## config.mk

```make
export PLATFORM = sky130hd
export DESIGN_NAME = text_line_reader
export DESIGN_NICKNAME = d
export VERILOG_FILES = /design/src/rtl/text_line_reader_pkg.sv /design/src/rtl/text_line_reader_cursor_blink.sv /design/src/rtl/text_line_reader.sv
export SDC_FILE = /design/constraint.sdc
export NUM_CORES = 1
export LEC_CHECK = 0
export CAP_MARGIN = 25
export CORE_ASPECT_RATIO = 0.5
export CORE_MARGIN = 10
export CORE_UTILIZATION = 51
export CTS_CLUSTER_SIZE = 28
export DETAILED_ROUTE_END_ITERATION = 8
export HOLD_SLACK_MARGIN = 0.05
export PLACE_DENSITY_LB_ADDON = 0.15
export SLEW_MARGIN = 25
export SYNTH_ARGS = -nofsm -noshare
export SYNTH_HDL_FRONTEND = slang
export SYNTH_SLANG_ARGS = --single-unit
```

## constraint.sdc

```tcl
create_clock -name clk -period 3.8 [get_ports clk]
set_input_delay 0.38 -clock clk [delete_from_list [all_inputs] [get_ports clk]]
set_output_delay 0.38 -clock clk [all_outputs]
set_load 0.005 [all_outputs]
```

## src/rtl/text_line_reader_pkg.sv

```systemverilog
// Shared definitions for the text line reader and the buffer writer: scan FSM
// encoding and the legal character range.
package text_line_reader_pkg;

   typedef enum logic [2:0] {
      IDLE  = 3'd0,
      ISSUE = 3'd1,
      WAIT  = 3'd2,
      HOLD  = 3'd3,
      DONE  = 3'd4
   } state_t;

   localparam int CHAR_MAX   = 69;
   localparam int CHAR_BLANK = 0;

endpackage

```

## src/rtl/text_line_reader_cursor_blink.sv

```systemverilog
// Cursor blink generator: counts completed scans and toggles the blink phase
// every BLINK_FRAMES scans. Only instantiated when CURSOR_BLINK_EN is defined.
module cursor_blink
   import text_line_reader_pkg::*;
#(
   parameter int BLINK_FRAMES = 32
) (
   input  logic clk,
   input  logic rst_n,
   input  logic frame_done,
   output logic phase
);

   localparam int CNT_W = (BLINK_FRAMES > 1) ? $clog2(BLINK_FRAMES) : 1;
   localparam logic [CNT_W-1:0] CNT_LAST = CNT_W'(BLINK_FRAMES - 1);

   logic [CNT_W-1:0] cnt_q, cnt_d;
   logic             phase_q, phase_d;

   always_comb begin
      cnt_d   = cnt_q;
      phase_d = phase_q;
      if (frame_done) begin
         if (cnt_q == CNT_LAST) begin
            cnt_d   = '0;
            phase_d = ~phase_q;
         end else begin
            cnt_d = cnt_q + CNT_W'(1);
         end
      end
   end

   always_ff @(posedge clk or negedge rst_n) begin
      if (!rst_n) begin
         cnt_q   <= '0;
         phase_q <= 1'b0;
      end else begin
         cnt_q   <= cnt_d;
         phase_q <= phase_d;
      end
   end

   assign phase = phase_q;

endmodule

```

## src/rtl/text_line_reader.sv

```systemverilog
// Scans one line of the character buffer and streams it out with a valid/ready
// handshake, flagging the last column and the edit cursor (blink via CURSOR_BLINK_EN).
module text_line_reader
   import text_line_reader_pkg::*;
#(
   parameter int DATA_WIDTH   = 7,
   parameter int ADDR_WIDTH   = 5,
   parameter int LINE_LEN     = 30,
   parameter int BLINK_FRAMES = 32
) (
   input  logic                  clk,
   input  logic                  rst_n,
   input  logic                  start,
   input  logic [ADDR_WIDTH-1:0] count,
   output logic [ADDR_WIDTH-1:0] rd_addr,
   input  logic [DATA_WIDTH-1:0] rd_data,
   output logic                  out_valid,
   input  logic                  out_ready,
   output logic [DATA_WIDTH-1:0] out_char,
   output logic [ADDR_WIDTH-1:0] out_col,
   output logic                  out_last,
   output logic                  out_cursor,
   output logic                  busy,
   output logic                  done
);

   localparam logic [ADDR_WIDTH-1:0] LAST_MAX = ADDR_WIDTH'(LINE_LEN - 1);

   state_t                  state_q, state_d;
   logic [ADDR_WIDTH-1:0]   col_q, col_d;
   logic [ADDR_WIDTH-1:0]   last_idx_q, last_idx_d;
   logic                    cursor_ok_q, cursor_ok_d;
   logic [ADDR_WIDTH-1:0]   rd_addr_q, rd_addr_d;
   logic [DATA_WIDTH-1:0]   out_char_q, out_char_d;
   logic [ADDR_WIDTH-1:0]   out_col_q, out_col_d;
   logic                    out_valid_q, out_valid_d;
   logic                    out_last_q, out_last_d;
   logic                    out_cursor_q, out_cursor_d;
   logic                    busy_q, busy_d;
   logic                    done_q, done_d;
   logic                    blink_phase;

   // Codes outside the character set are shown as blanks.
   function automatic logic [DATA_WIDTH-1:0] clamp_char(input logic [DATA_WIDTH-1:0] c);
      return (c > DATA_WIDTH'(CHAR_MAX)) ? DATA_WIDTH'(CHAR_BLANK) : c;
   endfunction

`ifdef CURSOR_BLINK_EN
   cursor_blink #(
      .BLINK_FRAMES (BLINK_FRAMES)
   ) u_cursor_blink (
      .clk        (clk),
      .rst_n      (rst_n),
      .frame_done (done_q),
      .phase      (blink_phase)
   );
`else
   assign blink_phase = 1'b1;
`endif

   always_comb begin
      state_d      = state_q;
      col_d        = col_q;
      last_idx_d   = last_idx_q;
      cursor_ok_d  = cursor_ok_q;
      rd_addr_d    = rd_addr_q;
      out_char_d   = out_char_q;
      out_col_d    = out_col_q;
      out_valid_d  = out_valid_q;
      out_last_d   = out_last_q;
      out_cursor_d = out_cursor_q;
      done_d       = 1'b0;
      case (state_q)
         IDLE: begin
            if (start) begin
               last_idx_d  = (count > LAST_MAX) ? LAST_MAX : count;
               cursor_ok_d = (count <= LAST_MAX);
               col_d       = '0;
               rd_addr_d   = '0;
               state_d     = ISSUE;
            end
         end
         ISSUE: state_d = WAIT;
         WAIT: begin
            out_char_d   = clamp_char(rd_data);
            out_col_d    = col_q;
            out_last_d   = (col_q == last_idx_q);
            out_cursor_d = (col_q == last_idx_q) && cursor_ok_q && blink_phase;
            out_valid_d  = 1'b1;
            state_d      = HOLD;
         end
         HOLD: begin
            if (out_ready) begin
               out_valid_d = 1'b0;
               if (col_q == last_idx_q) begin
                  done_d  = 1'b1;
                  state_d = DONE;
               end else begin
                  col_d     = col_q + ADDR_WIDTH'(1);
                  rd_addr_d = col_q + ADDR_WIDTH'(1);
                  state_d   = ISSUE;
               end
            end
         end
         DONE:    state_d = IDLE;
         default: state_d = IDLE;
      endcase
      busy_d = (state_d != IDLE);
   end

   always_ff @(posedge clk or negedge rst_n) begin
      if (!rst_n) begin
         state_q      <= IDLE;
         col_q        <= '0;
         last_idx_q   <= '0;
         cursor_ok_q  <= 1'b0;
         rd_addr_q    <= '0;
         out_char_q   <= '0;
         out_col_q    <= '0;
         out_valid_q  <= 1'b0;
         out_last_q   <= 1'b0;
         out_cursor_q <= 1'b0;
         busy_q       <= 1'b0;
         done_q       <= 1'b0;
      end else begin
         state_q      <= state_d;
         col_q        <= col_d;
         last_idx_q   <= last_idx_d;
         cursor_ok_q  <= cursor_ok_d;
         rd_addr_q    <= rd_addr_d;
         out_char_q   <= out_char_d;
         out_col_q    <= out_col_d;
         out_valid_q  <= out_valid_d;
         out_last_q   <= out_last_d;
         out_cursor_q <= out_cursor_d;
         busy_q       <= busy_d;
         done_q       <= done_d;
      end
   end

   assign rd_addr    = rd_addr_q;
   assign out_char   = out_char_q;
   assign out_col    = out_col_q;
   assign out_valid  = out_valid_q;
   assign out_last   = out_last_q;
   assign out_cursor = out_cursor_q;
   assign busy       = busy_q;
   assign done       = done_q;

endmodule

```

==> impl_results.md, run 1 <==
* ANT cells at 0
* RR Startpoint: state_q[0]
* Placeable Area at 2620 um2
* Die Y at 57.2 um
* Area grow syn2layout at 36.0%
* CP required at 3.42 ns
* Overall routing resource usage at 0.117
* DRC at 0
* Pwr dens at 774 nW/um2
* H-tree Lvls at 2
* Yosys warns at 0
* Slack of the worst reg-to-reg path at 2.12 ns
* Maximum vdd drop at 0.000357 V
* Clk_lat worst skew at 0.28 ns
* Clk_skew at 0.00515 ns
* First-pass GRT wire length at 4.97 mm
* Unique masters post-synth at 31
* Routed len/inst at 13.9 um
* Crit. End Element: primary output
* Run status: completed
* R2R cell count at 4
* Achievable Freq at 0.587 GHz
* Setup total negative slack at 0 ns
* Crit path max fanout at 7
* Lkg Pwr at 0.868 nW
* Final Cell Area at 1920 um2
* Post-Syn Area per Cell at 9.46 um2
* Clk root buf: clkbuf_8
* CP delay by family, top: buffers and inverters
* I/O pin total at 38
* Max-Cap Viols at 0
* Synth area leader: dfrtp_1
* 1st-pass router iterations at 4
* Critical path class: reg -> out
* Placed instance area at 1800 um2
* Worst Hold Path EP: out_char[6]
* Die width at 94.3 um
* Buf+Inv Stages, Crit Path at 1
* Max-slew headroom at 0.542
* Synthesized cell area at 1410 um2
* Final min period at 1.70 ns
* Die footprint at 5390 um2
* Port buffer count at 37
* Post-CTS Setup Inserts at 0
* Sequential area share after synthesis at 0.551
* Grt total ovfl at 0
* Final ANT Viol Nets at 0
* Reg2reg end: rd_addr[1]
* Period utilization at 0.448
* Syn nets at 166
* Instance count of the mapped netlist at 149
* Clk slew on worst S/H paths at 0.06 ns
* Largest net degree at the start of global routing at 32
* Vias at 1147
* Hold_buf cts at 0
* Resize count post-CTS at 0
* Top cell type's share of synthesized area at 0.551
* Max-slew violation count at 0
* Total Power at 1.48 mW
* Area contributors post-synth: dfrtp_1 (55%), nand2_1 (14%), xnor2_1 (3.1%), mux2i_1 (2.1%), nand3_1 (2.1%)
* Number of CTS-inserted buffers at 5
* Fin. Hold Viols at 0
* Final setup vio count at 0
* Storage cell area at 776 um2
* Delay of the slowest cell on the worst path at 0.56 ns
* Hold Crit Start: out_char[6]
* CP Launch Type: register
* CP cell instances: clkdlybuf4s50_1
* Total number of cells along the worst setup path at 1
* HPWL Detailed at 2.26 mm
* Worst-Margin Slew at 0.685 ns
* Clock sinks at 31
* Routed vias/inst at 5.05
* Clk buf depth at 2
* Worst EP arrival at 1.32 ns
* Final #Nets at 206
* Initial antenna violation count at 0
* Initial DRC count at 37
* RSZ-0062 raised after global routing: no
* Starting Density at 0.538
* Core Util, Final at 0.731
* WL final at 3.15 mm
* Worst Hold Class: reg -> reg
* Slowest-stage cell, CP: clkdlybuf4s50_1
* CTS tree: built
* Vias in the first global route at 1063
* Hold path cells at 2
* Area of the multi-input gates at 587 um2
* GPL Wtd Cong at 0.820
* Synth Register Bits at 31
* Layout cells sized above 1 at 0.0632
* Core Rows at 13
* Number of fill cells in the layout at 201
[final cells by class]
cell class | instances | share of cell area
Multi-Input combinational cell | 110 | 0.306
Inverter | 3 | 0.00588
Tap cell | 37 | 0.0242
Clock inverter | 2 | 0.0183
Sequential cell | 31 | 0.405
Timing Repair Buffer | 38 | 0.197
Clock buffer | 6 | 0.0431
[stage by stage]
stage | setup WS, ns | hold WS (ns) | std cells
after floorplan | 2.25 | 0.0844 | 149
after global placement | 1.89 | 0.451 | 219
after detailed placement | 1.84 | 0.456 | 219
after CTS | 2.08 | 0.471 | 227
after global routing | 2.05 | 0.505 | 227
final | 2.10 | 0.467 | 227
[routing by layer]
layer	wire, um	vias to the layer above	GRT usage
met4	14	0	0.0409
met3	224	4	0.0587
met1	1610	527	0.146
met5	0	-	0
met2	1300	35	0.170
li1	-	581	-
[synth_stat cells]
library cell	number
nand2b_1	3
o21ai_0	6
nand2_1	51
o22a_1	1
buf_2	1
nor3b_1	1
mux2i_1	3
nor2b_1	1
o21ai_1	6
nor4b_2	1
or4b_4	1
nand4b_1	1
or2_2	1
a31oi_1	1
clkbuf_1	2
nand4_1	1
a2111oi_0	1
inv_1	3
xnor2_1	5
dfrtp_1	31
buf_6	2
o21a_1	1
o21bai_1	1
nand3b_1	4
nor2_1	7
o221ai_1	2
nand3_1	6
or2_1	1
ha_1	1
nor3_1	2
o211ai_1	1
[sequential cells by signal, summed over array words and instances (netlist names)]
signal       count
out_char         7
last_idx_q       5
out_col          5
rd_addr          5
state_q          3
busy             1
cursor_ok_q      1
done             1
out_cursor       1
out_last         1
out_valid        1
[worst max path at each step]
stage / from / end / slack (ns)
final: rd_addr[0] / rd_addr[0] / 2.10
after global placement: start / rd_addr[1] / 1.89
after CTS: rd_addr[0] / rd_addr[0] / 2.08
after global routing: rd_addr[2] / rd_addr[2] / 2.05
after detailed placement: start / rd_addr[1] / 1.84
after floorplan: state_q[0] / rd_addr[1] / 2.25
[logic make-up (layout without fill, tap and decap cells)]
group	Yosys count	count (layout)	synth area share
and+or+nand+nor	81	81	0.267
DFF	31	31	0.551
adders and majority gates	1	1	0.00888
xor gates and xnor gates	5	5	0.0311
muxes	3	3	0.0213
buffers and inverters	8	49	0.0329
AOI/OAI and AO/OA	20	20	0.0879
[power by group]
part / leakage [nW] / switching, mW / internal [mW]
clock: 0.0612 / 0.120 / 0.212
combinational: 0.412 / 0.278 / 0.296
sequential: 0.395 / 0.117 / 0.459
[layout by cell type, fill, tap and decap left out, types with 2 or more instances in the layout]
cell	Yosys	final
nand2b_1	3	3
xnor2_1	5	5
nand2_1	51	51
dfrtp_1	31	31
nor2_1	7	7
nand3_1	6	6
mux2i_1	3	3
nand3b_1	4	4
nor3_1	2	2
o21ai_0	6	6
clkdlybuf4s50_1	0	37
clkbuf_8	0	6
inv_1	3	3
o221ai_1	2	2
o21ai_1	6	6
[worst reg2reg max path, delay by kind of cell (launching register included)]
family          cells  cell delay, ns
compound gates      2            0.26
flops               1            0.49
simple gates        2            0.80
No activity file was read; power rests on OpenSTA's default activity.
==> run 2, diff against run 1 <==
--- a/config.mk
+++ b/config.mk
@@ -8,7 +8,7 @@
 export CAP_MARGIN = 25
 export CORE_ASPECT_RATIO = 0.5
 export CORE_MARGIN = 10
-export CORE_UTILIZATION = 51
+export CORE_UTILIZATION = 47
 export CTS_CLUSTER_SIZE = 28
 export DETAILED_ROUTE_END_ITERATION = 8
 export HOLD_SLACK_MARGIN = 0.05
==> constraint.sdc (replaced) <==
create_clock -name clk -period 1.7 [get_ports clk]
set_input_delay 0.17 -clock clk [delete_from_list [all_inputs] [get_ports clk]]
set_output_delay 0.17 -clock clk [all_outputs]
set_load 0.005 [all_outputs]
==> run 2 against run 1 <==
Compared with the run above:
- setup slack lost 1.9 ns
- clock skew shrank 0.0030 ns
- sequential share of layout area shrank 0.80 points
- sequential power grew 110%
- count of clock-buffer cells in the layout grew 1
- highest routed layer unchanged
- final area grew 2.0%
- critical endpoint is now rd_addr[1]
- flip-flop and latch count is the same
- non-clock buffer count grew 10
==> impl_results.md, run 2 (same netlist as run 1, synthesis figures left out) <==
* Area of the multi-input gates at 587 um2
* I/O pin total at 38
* Crit path max fanout at 7
* Worst Setup Slack, final at 0.175 ns
* Clock share of power at 0.170
* Vias at 1234
* Placeable Area at 2730 um2
* Fin cells at 237
* Max-slew violation count at 0
* Number of CTS-inserted buffers at 5
* Seq pwr share at 0.379
* Final Cell Area at 1950 um2
* Worst EP arrival at 1.67 ns
* CP required at 1.85 ns
* Die Y at 58.7 um
* Final min period at 1.53 ns
* RSZ-0062 raised after global routing: no
* Worst-Margin Slew at 0.566 ns
* Setup total negative slack at 0 ns
* Clk root buf: clkbuf_8
* First-pass GRT wire length at 5.65 mm
* Clock sinks at 31
* Clk_skew at 0.00211 ns
* DRC at 0
* ANT cells at 0
* Fin. Hold Viols at 0
* Worst Hold Class: in -> async
* Final ANT Viol Nets at 0
* Run status: completed
* Max-Cap Viols at 0
* Hold_buf cts at 0
* Routed vias/inst at 5.21
* Grt total ovfl at 0
* Port buffer count at 37
* Initial DRC count at 40
* Area grow syn2layout at 38.7%
* Switching power at 1.18 mW
* Starting Density at 0.516
* CP Launch Type: register
* DP Worst Slack at 0.0183 ns
* Pwr dens at 1660 nW/um2
* Placed instance area at 1870 um2
* Lkg Pwr at 0.897 nW
* Die width at 97.4 um
* Crit. End Element: register
* Achievable Freq at 0.656 GHz
* Die footprint at 5720 um2
* Clk buf depth at 2
* 1st-pass router iterations at 4
* Vias in the first global route at 1202
* Clk_lat worst skew at 0.28 ns
* Most common cell after layout, fill and taps aside: nand2_1
* Critical path class: reg -> reg
* Layout cells sized above 1 at 0.100
* Clk slew on worst S/H paths at 0.06 ns
* HPWL Detailed at 2.54 mm
* Hold WS at 0.307 ns
* Max FFs per register at 7
* H-tree Lvls at 2
* Resize count post-CTS at 0
* Max-slew headroom at 0.613
* Logic pwr share at 0.451
* Overall routing resource usage at 0.120
* WL final at 3.38 mm
* Routed len/inst at 14.3 um
* Total Power at 3.24 mW
* Core Rows at 13
* Most frequent cells in the layout: nand2_1 (51), clkdlybuf4s50_1 (37), dfrtp_1 (31)
* Core Util, Final at 0.715
* Dpl cells at 229
* Int Power at 2.06 mW
* Storage cell area at 776 um2
* CTS tree: built
* Largest net degree at the start of global routing at 32
* Initial antenna violation count at 0
* Number of fill cells in the layout at 213
* GPL Wtd Cong at 0.874
* Final #Nets at 216
* Sw frac at 0.364
* Post-CTS Setup Inserts at 0
* Maximum vdd drop at 0.000897 V
* Final setup vio count at 0
* Period utilization at 0.897
[run 2: changes by cell type in the layout (fill, tap and decap cells not counted), sizes merged]
cell	before	now
clkbuf	6	7
bufinv	1	0
buf	1	11
[run 2: worst paths after layout]
check	start	to	slack, ns	cells after the start
max in group asynchronous	rst_n	cursor_ok_q	1.11	2
setup / recovery	state_q[2]	rd_addr[1]	0.17	4
hold reg to reg	out_char[6]	out_char[6]	0.47	2
min in group clk	rd_data[0]	out_char[0]	0.45	3
hold / removal	rst_n	out_char[2]	0.31	2
setup reg to reg	state_q[2]	rd_addr[1]	0.17	4
[run 2: critical path, stage by stage (launching register included)]
cell and delay [ns]:
dfrtp_1 0.46, or4b_4 0.54, nand3_1 0.12, o21a_1 0.15, o221ai_1 0.12
[run 2: power by group through the flow]
stage,clock network (mW),logic (mW),registers [mW]
after floorplan,0,0.737,1.25
after global placement,0,1.43,1.23
after detailed placement,0,1.47,1.24
after CTS,0.567,1.48,1.23
after global routing,0.591,1.64,1.26
final,0.551,1.46,1.23
[run 2: routing by layer]
layer	part of all wire	global-route usage
met5	0	0
met4	0.019	0.0556
met3	0.061	0.0419
met2	0.44	0.193
met1	0.48	0.144
[run 2: area by class of cell]
class | count | area share
inverter | 3 | 0.00576
multi-input combinational | 110 | 0.300
clock inverter | 1 | 0.00256
clock buffer | 7 | 0.0391
sequential | 31 | 0.397
tap | 37 | 0.0237
timing repair buffer | 48 | 0.232
==> run 3, diff against run 2 <==
--- a/config.mk
+++ b/config.mk
@@ -13,6 +13,7 @@
 export DETAILED_ROUTE_END_ITERATION = 8
 export HOLD_SLACK_MARGIN = 0.05
 export PLACE_DENSITY_LB_ADDON = 0.15
+export SKIP_LAST_GASP = 1
 export SLEW_MARGIN = 25
 export SYNTH_ARGS = -nofsm -noshare
 export SYNTH_HDL_FRONTEND = slang
==> results of run 3 <==
No change in the layout: final DEF, timing and power equal those of run 2.
==> RTL change 1, RTL diff (flow settings as in run 3) <==
Reset style: synchronous (`rst_n`), changed in one clocked block.
--- a/src/rtl/text_line_reader.sv
+++ b/src/rtl/text_line_reader.sv
@@ -108,7 +108,7 @@
       busy_d = (state_d != IDLE);
    end
 
-   always_ff @(posedge clk or negedge rst_n) begin
+   always_ff @(posedge clk) begin
       if (!rst_n) begin
          state_q      <= IDLE;
          col_q        <= '0;
Formal check against the unedited RTL: differs if rst_n is asserted again (counterexample within 4 cycles, from zero or initial values and one cycle with rst_n low); with rst_n held inactive, the same outputs for 10 cycles.
==> RTL change 1 against run 3 <==
Non-clock buffer count unchanged. Area after synthesis up 3.0%. Setup slack worse by 3.6 ps. Sequential cell count unchanged. Via count up 5.4%. Routed wire length up 6.5%. Final area up 2.1%. First-iteration DRC count up 25%. Critical path type unchanged. Critical endpoint is now rd_addr[0]. Largest cell class is now multi-input gates. Highest routed layer unchanged.
Power is not compared: it rests on default switching activity, and its combinational part moved more than twofold at a synthesized area within 25%.
==> RTL change 1: results (changes against run 3) <==
status = finished, final reports clean (unchanged)
post-synth cell types = 37 (was 31)
hold-critical path depth = 2
max_slew headroom = 65.7% (was 61.3%)
Worst-path clk slew = 70 ps
xor/xnor share of the synthesized area = 3.02% (was 3.11%)
leak pwr = 0.000756 uW
initial antenna violation count = 0 (unchanged)
gr usage total = 13.0% (was 12.0%)
Antenna diodes = 0 (unchanged)
fraction of layout instances using a drive strength above 1 = 13.9% (was 10.0%)
IO buf count = 37 (unchanged)
dpl cells = 240 (was 229)
maximum VDD drop = 0.490 mV
Post-synth ARST share = 0% (was 100%)
clk buf depth = 2 (unchanged)
first-pass GRT wire length = 6060 um (was 5650 um)
WL per Instance = 14.5 um (was 14.3 um)
worst min path class = register to register (was primary input to asynchronous set/reset pin)
Adder-Cell Fraction of Synth Area = 0.862% (was 0.888%)
postcts setup bufs = 0 (unchanged)
Avg Cell Area, Syn = 9.07 um2 (was 9.46 um2)
R2R depth = 3 (was 4)
Setup WS pre-CTS = 21.9 ps (was 18.3 ps)
Crit Path Max Fanout = 12 (was 7)
Post-CTS Resized = 0 (unchanged)
Antenna Nets Post-Route = 0 (unchanged)
ys flop type = dfxtp_1 (was dfrtp_1)
Seq/Total Area, Yosys = 42.8% (was 55.1%)
synth cell count leaders = nand2_1, dfxtp_1, a21boi_1, nand3_1 (was nand2_1, dfrtp_1, nor2_1)
max FFs per register = 7 (unchanged)
clock latency at the later pin of the worst-skew pair = 280 ps (about the same)
Clock H-tree levels = 2 (unchanged)
dpl hpwl = 2620 um (was 2540 um)
synth top area cells = dfxtp_1, a21boi_1, nand2_1 (was dfrtp_1, nand2_1, xnor2_1)
placed cell areas = 1910 um2 (was 1870 um2)
vias per inst = 5.25 (was 5.21)
mux contribution to synthesized area = 2.07% (was 2.13%)
DRT Wirelength = 3600 um (was 3380 um)
Synth Net Count = 177 (was 166)
vias in the first global route = 1,285 (was 1,202)
final setup skew = 3.29 ps (was 2.11 ps)
largest net degree at the start of global routing = 26 (was 32)
fin nets = 224 (was 216)
Num CTS Buffers = 5 (unchanged)
CP Data Arrival Time = 1700 ps (was 1670 ps)
Final GP Congestion = 0.781 (was 0.874)
post-synthesis compound-gate area fraction = 17.4% (was 8.79%)
drt initial violations = 50 (was 40)
TritonRoute pass-1 iters = 4 (unchanged)
root buffer cell = clkbuf_8 (unchanged)
synth warn = 0 (unchanged)
## RTL change 1: changes by cell type in the layout (fill, tap and decap cells not counted), moves of 5 or more
cell and change:
dfrtp_1 -31, dfxtp_1 +31, a21boi_1 +19, nand2_1 -15, o21ai_1 -6, a21oi_1 +5
xnor2_1 -5, xor2_1 +5
## RTL change 1: path summary, 6_finish.rpt
path / start / to / slack [ps]
max: state_q[0] / rd_addr[0] / 170
min: out_cursor / out_cursor / 450
max reg2reg: state_q[0] / rd_addr[0] / 170
min reg2reg: out_cursor / out_cursor / 450
## RTL change 1: logic make-up after synthesis
logic type | after synthesis
flops | 31
compound gates | 34
buf+inv | 8
mux | 3
xor+xnor | 5
fa+ha+maj | 1
simple gates | 78
## RTL change 1: power by group
part           internal, uW  leakage, uW  total, uW  switching (uW)
sequential              761     0.000252        793            32.5
clock                   280    0.0000477        557             278
combinational           151     0.000456        296             145
## RTL change 1: critical path, stage by stage, from the launching register on
cell       delay [ps]
dfxtp_1           430
or4b_4            620
a221oi_1          280
o2bb2ai_1          90
## RTL change 1: cell type report
| cell class | instances | area, um2 |
|---|---|---|
| fill | 254 | 982 |
| multi-input combinational | 121 | 776 |
| sequential | 31 | 621 |
| timing repair buffer | 48 | 465 |
| clock buffer | 5 | 68.8 |
| tap | 40 | 50.0 |
| clock inverter | 3 | 15.0 |
## RTL change 1: per-layer routing
metal	wire, um	vias to the layer above	track usage (%)	part of all wire [%]
li1	-	656	-	-
met1	1780	597	15.5	50
met2	1430	41	18.9	40
met3	311	7	6.17	8.6
met4	74	0	7.51	2.1
met5	0	-	0	0
==> RTL change 2, RTL diff (settings of run 3) <==
Made on the original files. Set the parameter `DATA_WIDTH` to 14 (it was 7).
--- a/src/rtl/text_line_reader.sv
+++ b/src/rtl/text_line_reader.sv
@@ -3,7 +3,7 @@
 module text_line_reader
    import text_line_reader_pkg::*;
 #(
-   parameter int DATA_WIDTH   = 7,
+   parameter int DATA_WIDTH   = 14,
    parameter int ADDR_WIDTH   = 5,
    parameter int LINE_LEN     = 30,
    parameter int BLINK_FRAMES = 32
Ports: changed (resized out_char and rd_data); port bits go from 38 to 52. No check against the original RTL was run, so the function may have changed too.
==> RTL change 2 against run 3 <==
Maximum frequency up 1.8%. First-iteration DRC count increased by 90%. Area after synthesis is 17% higher. Sequential cell count increased by 7. Routed wire length up 19%. Total power shrank 1.1%. Final area increased by 21%. Sequential share of layout area rose by 0.58 points. Count of clock-buffer cells in the layout unchanged. Setup slack improved by 28 ps. Combinational power fell by 6%. Largest power group unchanged. Highest routed layer unchanged.
==> RTL change 2: results (changes against run 3) <==
first-pass GRT wire length = 6670 um (was 5650 um)
CP max stage delay = 510 ps (was 540 ps)
CP Data Arrival Time = 1330 ps (was 1670 ps)
Crit. Startpoint = rd_addr[1] (was state_q[2])
Antenna diodes = 0 (unchanged)
largest net degree at the start of global routing = 39 (was 32)
R2R depth = 4 (unchanged)
clk buf depth = 2 (unchanged)
synth top area cells = dfrtp_1, nand2_1, a22o_1 (was dfrtp_1, nand2_1, xnor2_1)
maximum VDD drop = 0.733 mV (was 0.897 mV)
vias in the first global route = 1,380 (was 1,202)
worst min path class = primary input to register (was primary input to asynchronous set/reset pin)
Num CTS Buffers = 5 (unchanged)
IO buf count = 51 (was 37)
non-filler cells in the finished layout = 272 (was 237)
Crit Path Max Fanout = 5 (was 7)
Post-synth ARST share = 100% (unchanged)
clock latency at the later pin of the worst-skew pair = 280 ps (about the same)
TritonRoute pass-1 iters = 4 (unchanged)
DRT Wirelength = 4020 um (was 3380 um)
Synth Net Count = 178 (was 166)
initial antenna violation count = 0 (unchanged)
post-synth cell types = 36 (was 31)
CP Launch Type = register (unchanged)
Worst-path clk slew = 70 ps
num rows = 15 (was 13)
hold-critical path depth = 3
final setup skew = 5.10 ps (was 2.11 ps)
gr usage total = 13.1% (was 12.0%)
leak pwr = 0.00108 uW (was 0.000897 uW)
Clock H-tree levels = 2 (unchanged)
synth cell count leaders = dfrtp_1, nand2_1, o21ai_0 (was nand2_1, dfrtp_1, nor2_1)
fraction of layout instances using a drive strength above 1 = 11.8% (was 10.0%)
synth warn = 0 (unchanged)
Avg Cell Area, Syn = 10.7 um2 (was 9.46 um2)
drt initial violations = 76 (was 40)
Reg-to-Reg Start = state_q[2] (unchanged)
Remaining Overflow, GRT = 0 (unchanged)
critical hold path startpoint = count[4]
max FFs per register = 14 (was 7)
via count = 1,341 (was 1,234)
status = finished, final reports clean (unchanged)
Crit-path slowest cell = clkdlybuf4s50_1 (was or4b_4)
total negative slack = 0 ps (unchanged)
fin nets = 245 (was 216)
Final GP Congestion = 0.787 (was 0.874)
dpl hpwl = 3020 um (was 2540 um)
dpl cells = 264 (was 229)
worst slew pin tran = 477 ps (was 566 ps)
root buffer cell = clkbuf_8 (unchanged)
Seq/Total Area, Yosys = 57.8% (was 55.1%)
[RTL change 2: cell types whose count changed in the layout (fill, tap and decap cells not counted), moves of 6 or more]
cell,before,now
o21ai_1,6,0
a22o_1,0,7
clkdlybuf4s50_1,37,50
nor2b_1,1,7
dfrtp_1,31,38
nand2_1,51,36
[RTL change 2: area by class of cell]
type                       instances  area [um2]
inverter                           4        15.0
fill                             273        1040
clock buffer                       7        76.3
timing repair buffer              66         621
multi-input combinational        106         634
tap                               51        63.8
sequential                        38         951
[RTL change 2: where the power goes]
group	total [uW]	switching, uW	internal, uW
sequential	1260	136	1120
combinational	1370	700	669
clock	578	296	282
total	3200	1130	2070
[RTL change 2: critical path: cells and delay by family, from the launching register on]
kind     cells  cell delay [ps]
buf+inv      2              660
flops        1              390
[RTL change 2: metal layers]
| metal | global-route usage (%) | vias to the layer above | share of wire, % |
|---|---|---|---|
| met5 | 0 | - | 0 |
| met4 | 5.38 | 0 | 1.3 |
| met3 | 4.94 | 6 | 5.4 |
| met2 | 21.5 | 39 | 44 |
| met1 | 15.6 | 630 | 49 |
| li1 | - | 666 | - |
[RTL change 2: what timing repair did]
action,CTS,global route
endpoints found under the hold margin,38,0
hold buffers,1,0
resized for setup,0,0
buffers inserted,0,0
[RTL change 2: final timing paths]
kind / to / slack [ps]
hold reg to reg: out_col[2] / 480
setup / recovery: rd_addr[1] / 200
hold / removal: last_idx_q[4] / 450
min in group asynchronous: out_char[3] / 460
max in group asynchronous: cursor_ok_q / 900
setup reg to reg: rd_addr[0] / 210
[RTL change 2: cells by family (layout without fill, tap and decap cells)]
| logic type | count (synthesis) | count (layout) | synth area share [%] |
|---|---|---|---|
| and+or+nand+nor | 71 | 71 | 21.7 |
| DFF | 38 | 38 | 57.8 |
| AOI/OAI and AO/OA | 26 | 26 | 11.6 |
| buffers and inverters | 10 | 77 | 3.58 |
| xor gates and xnor gates | 5 | 5 | 2.66 |
| muxes | 3 | 3 | 1.83 |
| adders and majority gates | 1 | 1 | 0.761 |
[RTL change 2: through the flow]
| step | setup WS [ps] | util (%) | instance area [um2] | hold slack [ps] |
|---|---|---|---|---|
| floorplan | 129 | - | 1640 | -126 |
| global placement | 57.1 | 67.0 | 2270 | 243 |
| detailed placement | 13.4 | 67.0 | 2270 | 246 |
| CTS | 194 | 69.5 | 2360 | 442 |
| global route | 85.4 | 69.5 | 2360 | 461 |
| finish | 202 | 69.5 | 2360 | 445 |
